===== config.mk =====
export PLATFORM = sky130hd
export DESIGN_NAME = control_unit
export DESIGN_NICKNAME = d
export VERILOG_FILES = /design/src/rtl/k_and_s_pkg.sv /design/src/rtl/branch_cond.sv /design/src/rtl/control_unit.sv
export SDC_FILE = /design/constraint.sdc
export NUM_CORES = 1
export LEC_CHECK = 0
export CAP_MARGIN = 25
export CORE_AREA = 2 2 39 41
export CTS_CLUSTER_SIZE = 28
export DETAILED_ROUTE_END_ITERATION = 10
export DIE_AREA = 0 0 41 43
export HOLD_SLACK_MARGIN = 0.03
export PLACE_DENSITY = 0.71
export SLEW_MARGIN = 20
export SYNTH_ARGS = -nofsm -noshare
export SYNTH_HDL_FRONTEND = slang
export SYNTH_SLANG_ARGS = --single-unit
export TNS_END_PERCENT = 100

===== constraint.sdc =====
create_clock -name clk -period 1.2 [get_ports clk]
set_input_delay 0.12 -clock clk [delete_from_list [all_inputs] [get_ports clk]]
set_output_delay 0.12 -clock clk [all_outputs]
set_load 0.02 [all_outputs]

===== src/rtl/k_and_s_pkg.sv =====
// Shared types and ALU op encodings for the K&S processor.
// Imported by the control unit and its branch-condition helper.
package k_and_s_pkg;

    typedef enum logic [4:0] {
        NOP,
        LOAD,
        STORE,
        MOVE,
        ADD,
        SUB,
        AND,
        OR,
        BRANCH,
        BZERO,
        BNZERO,
        BNEG,
        BNNEG,
        BOV,
        BNOV,
        BUS,
        BNUS,
        HALT
    } decoded_instruction_type;

    typedef enum logic [2:0] {
        FETCH,
        DECODE,
        ALU,
        MEM,
        LOAD_WB,
        HALTED
    } ctrl_state_type;

    localparam logic [1:0] OP_ADD = 2'b00;
    localparam logic [1:0] OP_AND = 2'b01;
    localparam logic [1:0] OP_OR  = 2'b10;
    localparam logic [1:0] OP_SUB = 2'b11;

    // MOVE falls through to OR: the datapath puts the source on both buses.
    function automatic logic [1:0] alu_op(
        input decoded_instruction_type ins
    );
        logic [1:0] op;
        op = OP_OR;
        case (ins)
            ADD:     op = OP_ADD;
            SUB:     op = OP_SUB;
            AND:     op = OP_AND;
            OR:      op = OP_OR;
            default: op = OP_OR;
        endcase
        return op;
    endfunction

    function automatic logic sets_flags(
        input decoded_instruction_type ins
    );
        logic f;
        f = 1'b0;
        case (ins)
            ADD, SUB, AND, OR: f = 1'b1;
            default:           f = 1'b0;
        endcase
        return f;
    endfunction

endpackage


===== src/rtl/branch_cond.sv =====
// Conditional-branch evaluation for the K&S control unit.
// Purely combinational; unconditional and non-branch opcodes give 0.
module branch_cond
    import k_and_s_pkg::*;
(
    input  decoded_instruction_type decoded_instruction,
    input  logic                    zero_op,
    input  logic                    neg_op,
    input  logic                    unsigned_overflow,
    input  logic                    signed_overflow,
    output logic                    is_cond,
    output logic                    taken
);

    always_comb begin
        is_cond = 1'b1;
        taken   = 1'b0;
        case (decoded_instruction)
            BZERO:   taken = zero_op;
            BNZERO:  taken = !zero_op;
            BNEG:    taken = neg_op;
            BNNEG:   taken = !neg_op;
            BOV:     taken = signed_overflow;
            BNOV:    taken = !signed_overflow;
            BUS:     taken = unsigned_overflow;
            BNUS:    taken = !unsigned_overflow;
            default: is_cond = 1'b0;
        endcase
    end

endmodule


===== src/rtl/control_unit.sv =====
// Multi-cycle fetch/decode/execute control FSM for the K&S processor.
// Drives every datapath strobe and the RAM write strobe from the state.
module control_unit
    import k_and_s_pkg::*;
(
    input  logic                    clk,
    input  logic                    rst,
    input  decoded_instruction_type decoded_instruction,
    input  logic                    zero_op,
    input  logic                    neg_op,
    input  logic                    unsigned_overflow,
    input  logic                    signed_overflow,
    output logic                    branch,
    output logic                    pc_enable,
    output logic                    ir_enable,
    output logic                    addr_sel,
    output logic                    c_sel,
    output logic [1:0]              operation,
    output logic                    write_reg_enable,
    output logic                    flags_reg_enable,
    output logic                    ram_write_enable,
    output logic                    halt
);

    ctrl_state_type state;
    ctrl_state_type next_state;
    logic           cond_branch;
    logic           cond_taken;

    branch_cond u_branch_cond (
        .decoded_instruction (decoded_instruction),
        .zero_op             (zero_op),
        .neg_op              (neg_op),
        .unsigned_overflow   (unsigned_overflow),
        .signed_overflow     (signed_overflow),
        .is_cond             (cond_branch),
        .taken               (cond_taken)
    );

    always_ff @(posedge clk) begin
        state <= next_state;
    end

    always_comb begin
        next_state       = state;
        branch           = 1'b0;
        pc_enable        = 1'b0;
        ir_enable        = 1'b0;
        addr_sel         = 1'b0;
        c_sel            = 1'b0;
        operation        = OP_ADD;
        write_reg_enable = 1'b0;
        flags_reg_enable = 1'b0;
        ram_write_enable = 1'b0;
        halt             = 1'b0;

        // Reset wins over every state and keeps all strobes low.
        if (rst) begin
            next_state = FETCH;
        end else begin
            unique case (state)
                FETCH: begin
                    ir_enable  = 1'b1;
                    next_state = DECODE;
                end
                DECODE: begin
                    next_state = FETCH;
                    pc_enable  = 1'b1;
                    if (cond_branch) begin
                        branch = cond_taken;
                    end else begin
                        case (decoded_instruction)
                            HALT: begin
                                pc_enable  = 1'b0;
                                next_state = HALTED;
                            end
                            ADD, SUB, AND, OR, MOVE: begin
                                next_state = ALU;
                            end
                            LOAD, STORE: begin
                                next_state = MEM;
                            end
                            BRANCH: begin
                                branch = 1'b1;
                            end
                            default: begin
                                next_state = FETCH;
                            end
                        endcase
                    end
                end
                ALU: begin
                    c_sel            = 1'b0;
                    write_reg_enable = 1'b1;
                    operation        = alu_op(decoded_instruction);
                    flags_reg_enable = sets_flags(decoded_instruction);
                    next_state       = FETCH;
                end
                MEM: begin
                    addr_sel = 1'b1;
                    if (decoded_instruction == STORE) begin
                        ram_write_enable = 1'b1;
                        next_state       = FETCH;
                    end else begin
                        next_state = LOAD_WB;
                    end
                end
                LOAD_WB: begin
                    addr_sel         = 1'b1;
                    c_sel            = 1'b1;
                    write_reg_enable = 1'b1;
                    next_state       = FETCH;
                end
                HALTED: begin
                    halt       = 1'b1;
                    next_state = HALTED;
                end
                default: begin
                    next_state = FETCH;
                end
            endcase
        end
    end

endmodule


==> reports/results.ini <==
[floorplan]
core_area_sq_mm = 0.00138
io_pins = 22
start_util_pct = 28.6
die_h_um = 43
fp-row-count = 14
die_area_sq_mm = 0.00176
die_x_um = 41

[timing]
min_period_over_period_pct = 121
fin_crit_ns = 1.45
max_freq_ghz = 0.691
tightest_slew_ns = 0.276
setup_slack_ns = -0.247
finalSetupViolCount = 12
maxSlewViolCount = 0
relSlewSlack_pct = 81.5
skew_ns = 0.00627
finalHoldViolations = 0
rsz0062_at_grt = yes

[placed_design]
port_buffers = 21
dpl-instance-area_sq_um = 792
place_congestion = 0.835
dpl.hpwl_um = 992

[synthesis]
yosysTopAreaCell = dfxtp_1
synth_top_area_share_pct = 15.2
ys_async_sr_fraction_pct = 0
synth_seq_cells = 3
syn-num-nets = 64
netlist_top_cells_count = nor2_1 (8), dfxtp_1 (3), nand2_1 (3), nor2b_1 (3), nor4_1 (3)
synthMostInstantiatedCell = nor2_1
ys_seq_area_share_pct = 15.2
syn_inst = 53
ys_types = 30
ys_top_cells_by_area = dfxtp_1 (15%), nor2_1 (7.6%), nor2b_1 (4.7%), nor4_1 (4.7%), a2111oi_2 (3.8%)
ys_warn_count = 0
synth_flop_cell = dfxtp_1
syn_area_sq_um = 395
synth-edff-count = 0
synth_area_per_cell_sq_um = 7.46

[global_route]
grt_max_degree = 8
grt_util_all_layers_pct = 21.3
grt_pass1_wl_um = 2660
grt_pass1_vias = 595
gr-total-overflow = 0
antenna_found_initial = 0

[power_and_ir_drop]
irDropWorstVdd_v = 0.000327
p_clk_share_pct = 35.2
p_seq_share_pct = 19.9
switching_share_pct = 34.3
combinationalPowerShare_pct = 44.9
internal_power_uw = 362
cellPowerDensity_mw_per_mm2 = 552
leakage_uw = 0.000435
power_switching_uw = 189

[cells_and_area]
area_delta_synth_final_pct = 152
num-nets-final = 113
nFillCells = 95
num_antenna_cells = 0
fin_util_pct = 72.1
final_area_sq_um = 997
drive_gt1_share_pct = 72.3
largest_reg_flops = 3
largestRegisters = state: 3 flops
top_register = state

[clock_tree]
path_clk_slew_ns = 0.04
cts_root_buffer = clkbuf_4
clock_latency_ns = 0.25
tritoncts = yes
clock-sinks = 3
cts-buffers-inserted = 3
cts_max_level = 1
hold_buffers = 0
clk_path_buf_depth = 2

[worst_setup_path]
arrival_ns = 1.33
end_kind = output port
required_ns = 1.08
r2r_slack_ns = -0.05
r2r-start = state[2]
reg2reg_depth = 5
crit_fanout = 7
critPathKind = reg2out
start_kind = register
reg2reg_to = state[2]

[routing]
drtPass1Iterations = 4
wl_per_cell_um = 14.0
first_iter_violations = 8
route.detailed.drc = 0
ant_nets = 0
wirelength_um = 1640
viasPerCell = 5.22
vias = 611

[flow_run]
maxCapViolCount = 0

[worst_hold_path]
hold-path-cell-count = 4
hold_end = state[1]
hold_class = in2reg
hold_path.startpoint = decoded_instruction[0]

[run_status]
outcome = complete, but fails checks
violations = setup timing

-- power groups by stage --
stage                     clock (uW)  sequential [uW]  combinational (uW)
after floorplan                    0              108                98.5
after CTS                        192              109                 211
final                            194              109                 247
after global routing             210              110                 266
after detailed placement           0              110                 196
after global placement             0              110                 194
-- metal layers --
layer  wire, um  share of wire, %  global-route usage, %
met1        650                40                   26.8
met2        828                51                   34.1
met3        107               6.5                   3.14
met4         50               3.1                   9.33
met5          0                 0                      0
-- logic make-up after synthesis --
family / after synthesis / synth area share [%]
mux: 1 / 2.85
flops: 3 / 15.2
buf+inv: 5 / 7.28
compound gates: 14 / 27.5
simple gates: 30 / 47.1
-- cell type report --
type | instances | area (sq um) | share of cell area [%]
sequential | 3 | 68.8 | 6.90
clock buffer | 4 | 26.3 | 2.63
multi-input combinational | 45 | 469 | 47.1
tap | 16 | 20.0 | 2.01
timing repair buffer | 47 | 405 | 40.7
inverter | 2 | 7.51 | 0.753
-- worst max-delay path, cell delays in order, from the launching register on --
cell	delay [ns]
dfxtp_4	0.35
buf_8	0.13
nor4_4	0.30
o21a_1	0.18
buf_6	0.12
-- cell usage in the layout (no fill, tap or decap), types with 3 or more instances in the layout --
cell type	n
buf_4	21
dlygate4sd2_1	4
buf_2	4
clkbuf_4	3
nor2_1	5
buf_6	14
nand2b_4	3
-- worst max path at each step --
stage                                       from  cells after the start      endpoint
after floorplan                         state[1]                      3  operation[0]
after global placement    decoded_instruction[0]                      6        branch
after detailed placement  decoded_instruction[0]                      6        branch
after CTS                               state[0]                      4     pc_enable
after global routing                    state[0]                      4  operation[0]
final                                   state[0]                      4  operation[0]
-- what timing repair did --
action                     4_1_cts  5_1_grt
setup endpoints to repair       13       12
gates resized for setup        107       22
setup buffers                    3        6
pin swaps                       12       14
-- through the flow --
stage | setup slack [ns] | hold WS, ns | instances | total power (uW) | TNS [ns]
after floorplan | -0.172 | 0.269 | 53 | 207 | -0.478
after global placement | -1.05 | 0.581 | 105 | 304 | -8.51
after detailed placement | -1.09 | 0.589 | 105 | 306 | -8.64
after CTS | -0.286 | 0.308 | 112 | 512 | -1.55
after global routing | -0.304 | 0.286 | 117 | 587 | -2.29
final | -0.247 | 0.277 | 117 | 551 | -1.72
No activity file was read; power rests on OpenSTA's default activity.
